===== src/rtl/gb_dma_pkg.sv =====
// Shared types and constants for the Game Boy OAM DMA controller.
package gb_dma_pkg;

    typedef enum logic [1:0] {
        IDLE  = 2'd0,
        DELAY = 2'd1,
        XFER  = 2'd2
    } dma_state_t;

    localparam logic [15:0] DMA_REG_ADDR = 16'hFF46;
    localparam logic [15:0] OAM_BASE     = 16'hFE00;
    localparam int unsigned OAM_LEN      = 160;
    localparam logic [15:0] HRAM_BASE    = 16'hFF80;
    localparam int unsigned START_DELAY  = 1;
    localparam int unsigned IDX_W        = 8;
    localparam int unsigned DLY_W        = 2;

    // Sources at E0..FF alias work RAM through the echo region.
    function automatic logic [7:0] fold_src_hi(input logic [7:0] src_hi);
        return (src_hi < 8'hE0) ? src_hi : (src_hi - 8'h20);
    endfunction

endpackage


===== src/rtl/dma_bus_mux.sv =====
// Combinational bus owner select: CPU passthrough, or DMA read cycle with CPU
// accesses below HRAM blocked.
module dma_bus_mux
    import gb_dma_pkg::*;
(
    input  logic        i_dma_own,
    input  logic [15:0] i_dma_a,
    input  logic        i_dma_cs_n,
    input  logic [15:0] i_cpu_a,
    input  logic [7:0]  i_cpu_do,
    input  logic        i_cpu_rd_n,
    input  logic        i_cpu_wr_n,
    input  logic        i_cpu_cs_n,
    input  logic [7:0]  i_bus_di,
    output logic [15:0] o_bus_a_c,
    output logic [7:0]  o_bus_do_c,
    output logic        o_bus_rd_n_c,
    output logic        o_bus_wr_n_c,
    output logic        o_bus_cs_n_c,
    output logic [7:0]  o_cpu_di_c
);

    always_comb begin
        o_bus_a_c    = i_cpu_a;
        o_bus_do_c   = i_cpu_do;
        o_bus_rd_n_c = i_cpu_rd_n;
        o_bus_wr_n_c = i_cpu_wr_n;
        o_bus_cs_n_c = i_cpu_cs_n;
        o_cpu_di_c   = i_bus_di;
        if (i_dma_own) begin
            o_bus_a_c    = i_dma_a;
            o_bus_do_c   = 8'h00;
            o_bus_rd_n_c = 1'b0;
            o_bus_wr_n_c = 1'b1;
            o_bus_cs_n_c = i_dma_cs_n;
            // HRAM/IE live on the CPU side, so those reads still complete.
            o_cpu_di_c   = (i_cpu_a >= HRAM_BASE) ? i_bus_di : 8'hFF;
        end
    end

endmodule


===== src/rtl/oam_dma_ctrl.sv =====
// OAM DMA sequencer: FF46 write starts a 160-byte copy from {src_hi,8'h00}
// into OAM, one byte per M-cycle, owning the shared bus while copying.
module oam_dma_ctrl
    import gb_dma_pkg::*;
(
    input  logic        clock,
    input  logic        reset_n,
    input  logic        mcycle_en,
    input  logic [15:0] cpu_A,
    input  logic [7:0]  cpu_Do,
    input  logic        cpu_rd_n,
    input  logic        cpu_wr_n,
    input  logic        cpu_cs_n,
    output logic [7:0]  cpu_Di,
    output logic [15:0] A,
    output logic [7:0]  Do,
    output logic        rd_n,
    output logic        wr_n,
    output logic        cs_n,
    input  logic [7:0]  Di,
    output logic [7:0]  oam_addr,
    output logic [7:0]  oam_wdata,
    output logic        oam_we,
    output logic        dma_active,
    output logic [7:0]  reg_rdata
);

    dma_state_t        r_state;
    dma_state_t        w_state_nxt;
    logic [7:0]        r_src_hi;
    logic [IDX_W-1:0]  r_idx;
    logic [DLY_W-1:0]  r_delay_cnt;
    logic [7:0]        r_oam_addr;
    logic [7:0]        r_oam_wdata;
    logic              r_oam_we;

    logic              w_trigger;
    logic              w_capture;
    logic              w_last;
    logic              w_dly_done;
    logic [7:0]        w_eff_hi;
    logic              w_dma_cs_n;

    assign w_trigger  = mcycle_en & ~cpu_wr_n & (cpu_A == DMA_REG_ADDR);
    assign w_eff_hi   = fold_src_hi(r_src_hi);
    // Only A0..DF (cart RAM / WRAM) sits behind the external chip select.
    assign w_dma_cs_n = ~((w_eff_hi >= 8'hA0) && (w_eff_hi <= 8'hDF));
    assign w_last     = (r_idx == IDX_W'(OAM_LEN - 1));
    assign w_dly_done = (r_delay_cnt == DLY_W'(1));

    always_ff @(posedge clock or negedge reset_n) begin
        if (!reset_n) begin
            r_state <= IDLE;
        end else begin
            r_state <= w_state_nxt;
        end
    end

    // Next state; an FF46 write restarts the sequence from any state.
    always_comb begin
        w_state_nxt = r_state;
        w_capture   = 1'b0;
        if (w_trigger) begin
            w_state_nxt = DELAY;
        end else begin
            case (r_state)
                DELAY: begin
                    if (mcycle_en && w_dly_done) w_state_nxt = XFER;
                end
                XFER: begin
                    if (mcycle_en) begin
                        w_capture = 1'b1;
                        if (w_last) w_state_nxt = IDLE;
                    end
                end
                default: begin
                end
            endcase
        end
    end

    always_ff @(posedge clock or negedge reset_n) begin
        if (!reset_n) begin
            r_src_hi    <= 8'hFF;
            r_idx       <= '0;
            r_delay_cnt <= '0;
            r_oam_addr  <= 8'h00;
            r_oam_wdata <= 8'h00;
            r_oam_we    <= 1'b0;
        end else begin
            r_oam_we <= 1'b0;
            if (w_trigger) begin
                r_src_hi    <= cpu_Do;
                r_delay_cnt <= DLY_W'(START_DELAY);
                r_idx       <= '0;
            end else begin
                if ((r_state == DELAY) && mcycle_en) begin
                    r_delay_cnt <= r_delay_cnt - DLY_W'(1);
                end
                if (w_capture) begin
                    r_oam_wdata <= Di;
                    r_oam_addr  <= r_idx;
                    r_oam_we    <= 1'b1;
                    r_idx       <= w_last ? '0 : (r_idx + IDX_W'(1));
                end
            end
        end
    end

    dma_bus_mux u_bus_mux (
        .i_dma_own    (r_state == XFER),
        .i_dma_a      ({w_eff_hi, r_idx}),
        .i_dma_cs_n   (w_dma_cs_n),
        .i_cpu_a      (cpu_A),
        .i_cpu_do     (cpu_Do),
        .i_cpu_rd_n   (cpu_rd_n),
        .i_cpu_wr_n   (cpu_wr_n),
        .i_cpu_cs_n   (cpu_cs_n),
        .i_bus_di     (Di),
        .o_bus_a_c    (A),
        .o_bus_do_c   (Do),
        .o_bus_rd_n_c (rd_n),
        .o_bus_wr_n_c (wr_n),
        .o_bus_cs_n_c (cs_n),
        .o_cpu_di_c   (cpu_Di)
    );

    assign oam_addr   = r_oam_addr;
    assign oam_wdata  = r_oam_wdata;
    assign oam_we     = r_oam_we;
    assign dma_active = (r_state != IDLE);
    assign reg_rdata  = r_src_hi;

endmodule


===== config.mk =====
export PLATFORM = sky130hd
export DESIGN_NAME = oam_dma_ctrl
export DESIGN_NICKNAME = d
export VERILOG_FILES = /design/src/rtl/gb_dma_pkg.sv /design/src/rtl/dma_bus_mux.sv /design/src/rtl/oam_dma_ctrl.sv
export SDC_FILE = /design/constraint.sdc
export NUM_CORES = 1
export LEC_CHECK = 0
export BUFFER_PORTS_ARGS = -buffer_cell sky130_fd_sc_hd__buf_4
export CAP_MARGIN = 20
export CORE_ASPECT_RATIO = 1.75
export CORE_UTILIZATION = 45
export CTS_CLUSTER_SIZE = 20
export DETAILED_ROUTE_END_ITERATION = 10
export GPL_ROUTABILITY_DRIVEN = 1
export HOLD_SLACK_MARGIN = 0.15
export PLACE_DENSITY = 0.82
export SKIP_LAST_GASP = 1
export SYNTH_ARGS = -nofsm -noshare
export SYNTH_HDL_FRONTEND = slang
export SYNTH_SLANG_ARGS = --single-unit

===== constraint.sdc =====
create_clock -name clock -period 3.2 [get_ports clock]
set_input_delay 0.32 -clock clock [delete_from_list [all_inputs] [get_ports clock]]
set_output_delay 0.32 -clock clock [all_outputs]
set_load 0.005 [all_outputs]

### After elaboration in Yosys (flattened, before gate mapping)

Index checks and enable logic that the tools add are counted.

* logic and storage cells: 59
* bits of input ports: 38
* flip-flop bits (word level): 37
* output and inout port bits: 61

* bitwise gates (word level): 5
* order comparisons: 4
* muxes and demuxes: 23
* add/subtract/negate cells: 3
* equal/unequal tests: 8
* reductions and logical operators: 9

Operators by type and width (count)
* $mux 8: 7
* $eq 16x16->1 const B: 1
* $ge 16x16->1 const B: 1
* $mux 16: 1
* $mux 2: 6
* $ne 3x3->1 const B: 3
* $add 8x1->8 const B: 1
* $eq 8x8->1 const B: 1
* $ge 8x8->1 const B: 1
* $le 8x8->1 const B: 1
* $lt 8x8->1 const B: 1
* $mux 1: 8
* $sub 8x6->8 const B: 1
* $reduce_bool 2->1: 3
* $eq 2x1->1 const B: 2
* $pmux 2 s2: 1
* $reduce_and 4->1: 1
* $logic_and 1x1->1: 3
* $not 1->1: 3
* $reduce_bool 3->1: 1
* $and 1x1->1: 2
* $eq 2x2->1 const B: 1
* $reduce_and 2->1: 1
* $sub 2x1->2 const B: 1

### Depth between registers and ports, before layout

* depth after elaboration: 6
* gate-level depth with buffers: 7
* gate-level depth less buffers: 6

### Hierarchy

A second synthesis with hierarchy kept.

* cell total of the unflattened synthesis: 202
* area, all modules: 2302.2 um2

By module, submodules not included
* oam_dma_ctrl: instances 1, area an instance 1769.2 um2, sequential area each 935.9 um2, cells an instance 143
* dma_bus_mux: instances 1, area an instance 533.0 um2, sequential area each 0.0 um2, cells an instance 59

### Least setup slack after synthesis

Ideal clock, no wire load.

* path type: flip-flop to flip-flop
* start: reg r_state[0]
* end: reg r_oam_addr[0], in the netlist oam_addr[0]
* setup time: 0.125 ns
* data arrival time: 1.521 ns
* cell stages (with the launch flop): 8
* setup slack: 1.554 ns
* period minus slack after synthesis: 1.646 ns
* buffers on the path: 3
* data required time: 3.075 ns
* cell sequence: dfrtp_1 > buf_2 > nor2b_1 > buf_4 > nand2_2 > a21oi_4 > buf_8 > mux2_4

* longest elaborated chain between the ends: 4

RTL lines
* start: declaration: line oam_dma_ctrl.sv:28 `dma_state_t r_state;`
* start signal: assignment: line oam_dma_ctrl.sv:55 `r_state <= w_state_nxt;`
* $eq 2x2->1: line oam_dma_ctrl.sv:66 `case (r_state)`
* $mux 1: line oam_dma_ctrl.sv:66
* $mux 1: line oam_dma_ctrl.sv:63 `if (w_trigger) begin`
* $reduce_and 2->1 (no source line)
* end signal: assignment: line oam_dma_ctrl.sv:102 `r_oam_addr <= r_idx;`
* end: declaration: line oam_dma_ctrl.sv:33 `logic [7:0] r_oam_addr;`

No other way between the ends.
A chain may end at the register's enable or synchronous reset.

### Worst setup path in the final report

* start: reg r_state[0]
* end: out cpu_Di[4]

* longest elaborated chain between the ends: 2

RTL lines
* $eq 2x2->1: line oam_dma_ctrl.sv:111 `.i_dma_own (r_state == XFER),`
* $mux 8: line dma_bus_mux.sv:30 `if (i_dma_own) begin`
* end: declaration: line oam_dma_ctrl.sv:14 `output logic [7:0] cpu_Di,`

No other way between the ends.

==> flow_metrics.env <==
export IMPL_seqPwrFrac=0.449
export IMPL_synth_compound_area_frac=0.0629
export IMPL_postRouteAntennaNets=0
export IMPL_cp_end_kind="output port"
export IMPL_ys_ff_latch=37
export IMPL_wl_per_cell_um=14.5
export IMPL_ioPinCount=99
export IMPL_io_buffers=98
export IMPL_clk_pin_slew_ps=80
export IMPL_initial_core_util=0.470
export IMPL_first_pass_iters=4
export IMPL_drc=0
export IMPL_fillCellCount=372
export IMPL_cts_setup_buffers=0
export IMPL_fin_tns_setup_ps=0
export IMPL_core_um2=4400
export IMPL_synthMuxAreaShare=0.134
export IMPL_synth_seq_area_share=0.453
export IMPL_finalWeightedCongestion=0.829
export IMPL_max_freq_mhz=412
export IMPL_cap_violations=0
export IMPL_power_density_nw_per_um2=481
export IMPL_gr_total_overflow=0
export IMPL_die_area_um2=4880
export IMPL_final_common_cell="buf_4"
export IMPL_grtUsageTotal=0.238
export IMPL_cp_max_fo=28
export IMPL_num_vias=1903
export IMPL_p_int_mw=1.02
export IMPL_grt_pass1_wl_mm=8.50
export IMPL_syn_inst=217
export IMPL_rows=32
export IMPL_drv_slew=0
export IMPL_power_total_mw=1.41
export IMPL_synth_simple_area_share=0.273
export IMPL_grt_max_degree=38
export IMPL_worst_pin_slew_ps=957
export IMPL_p_leak_nw=1.49
export IMPL_netlist_area_um2=2070
export IMPL_drt_total_wl_mm=5.27
export IMPL_root_buffer="clkbuf_8"
export IMPL_die_w_um=53.2
export IMPL_yosysUniqueCellTypes=40
export IMPL_synth_ff_type="dfrtp_1"
export IMPL_clock_sinks=37
export IMPL_crit_arrival_ps=2110
export IMPL_area_growth_pct=41.7
export IMPL_period_share=0.758
export IMPL_syn_num_nets=258
export IMPL_final_hold_violation_count=0
export IMPL_drive_gt1_frac=0.449
export IMPL_fin_worst_skew_ps=4.99
export IMPL_r2r_slack_ps=1140
export IMPL_die_h_um=91.7
export IMPL_synthArstFlopShare=1.00
export IMPL_numCtsBuffers=5
export IMPL_worst_setup_path_start_kind="flip-flop"
export IMPL_synth_fa_ha_area_frac=0.0181
export IMPL_combPwrFrac=0.251
export IMPL_yosys_area_share_xor_xnor=0.0169
export IMPL_finalNetCount=352
export IMPL_hp_class="input pin to flip-flop"
export IMPL_setup_viol=0
export IMPL_drt_iter0_drc=35
export IMPL_synth_top_family_by_area="simple AND/OR/NAND/NOR gates"
export IMPL_dpl_hpwl_mm=3.99
export IMPL_h_tree_depth=2
export IMPL_viasPerCell=5.24
export IMPL_period_needed_ps=2430
export IMPL_insertion_delay_ps=300
export IMPL_netSwitchingFraction=0.278
export IMPL_worst_setup_path_type="flip-flop to output port"
export IMPL_slew_headroom=0.362
export IMPL_final_util=0.666
export IMPL_synth_edf_count=0
export IMPL_required_ps=2880
export IMPL_p_switching_mw=0.391
export IMPL_cts_tree="yes"
export IMPL_syn_avg_cell_area_um2=9.53
export IMPL_rsz0062_at_grt="false"
export IMPL_vdd_ir_drop_max_mv=0.486
export IMPL_hold_buffers=1
export IMPL_yosys_warnings=0
export IMPL_grt_antenna_before_repair=0
export IMPL_clk_path_buf_depth=2
export IMPL_grt_pass1_vias=1839
export IMPL_final_cell_mix="buf_4 (99), nand2_1 (61), dfrtp_1 (29), mux2_2 (13), nand3_1 (11)"
export IMPL_status="finished clean"
export IMPL_post_cts_resized=0
export IMPL_num_antenna_cells=0
export IMPL_power_frac_clock=0.301
-- flip-flops by register name, indices dropped and copies added (netlist names) --
register and cells:
reg_rdata 8, r_idx 8, oam_wdata 8, oam_addr 8, oam_we 1, r_delay_cnt 2
r_state 2
-- per-stage QoR --
stage | cell area [µm²] | cells | setup WS, ps | hold slack (ps)
floorplan | 2070 | 217 | 1550 | 24.4
global placement | 2800 | 354 | 1020 | 304
detailed placement | 2800 | 354 | 962 | 308
CTS | 2930 | 363 | 736 | 251
global route | 2930 | 363 | 570 | 256
finish | 2930 | 363 | 774 | 255
-- worst max-delay path: stages (launching register included) --
cell	delay, ps
dfrtp_1	480
nand2b_1	780
a21o_1	310
nand2b_1	90
buf_4	140
-- synth_stat cells, drive strengths merged, types with 3 or more instances --
library cell  number  area share
ha                 3       0.018
a21oi              6       0.020
mux2              21        0.13
nand3             11       0.027
nand2             62        0.11
xor2               4       0.017
inv                4      0.0073
dfrtp             29        0.35
buf                6       0.023
nor2               6       0.015
nand2b            10       0.030
and2              10       0.030
dfstp              8        0.10
a41oi              3       0.013
nand4              6       0.018
clkbuf             7       0.013
-- worst paths after layout --
check / from / end / depth (start not counted)
min in group asynchronous: reset_n / oam_wdata[7]$_DFFE_PN0P_ / 2
max reg2reg: r_state[0]$_DFFE_PN0P_ / oam_wdata[3]$_DFFE_PN0P_ / 5
max: r_state[0]$_DFFE_PN0P_ / cpu_Di[4] / 4
min: cpu_Do[1] / reg_rdata[1]$_DFFE_PN1P_ / 2
min reg2reg: oam_wdata[4]$_DFFE_PN0P_ / oam_wdata[4]$_DFFE_PN0P_ / 1
max in group asynchronous: reset_n / reg_rdata[5]$_DFFE_PN1P_ / 2
-- cell type report --
class | instances | area [µm²] | share of cell area
Multi-Input combinational cell | 163 | 1040 | 0.356
Sequential cell | 37 | 936 | 0.319
Timing Repair Buffer | 100 | 753 | 0.257
Clock buffer | 6 | 82.6 | 0.0282
Tap cell | 51 | 63.8 | 0.0218
Clock inverter | 2 | 37.5 | 0.0128
Inverter | 4 | 15.0 | 0.00512
-- logic make-up (layout without fill, tap and decap cells) --
group / count (synthesis) / count (layout)
and+or+nand+nor: 116 / 116
DFF: 37 / 37
muxes: 22 / 22
AOI/OAI and AO/OA: 18 / 18
buffers and inverters: 17 / 112
xor gates and xnor gates: 4 / 4
adders and majority gates: 3 / 3
-- power groups by stage --
stage | Combinational (mW) | Clock, mW | Sequential [mW]
final | 0.353 | 0.424 | 0.633
after CTS | 0.358 | 0.434 | 0.633
after global placement | 0.344 | 0 | 0.634
after global routing | 0.396 | 0.454 | 0.647
after detailed placement | 0.356 | 0 | 0.640
after floorplan | 0.176 | 0 | 0.613
-- layer usage --
layer  up-vias  wire length, µm  global-route usage
met4         0               95               0.110
li1        917                -                   -
met5         -                0                   0
met2        62             3000               0.421
met1       916             1900               0.256
met3         8              276              0.0481
Power figures use the tool's default switching activity.
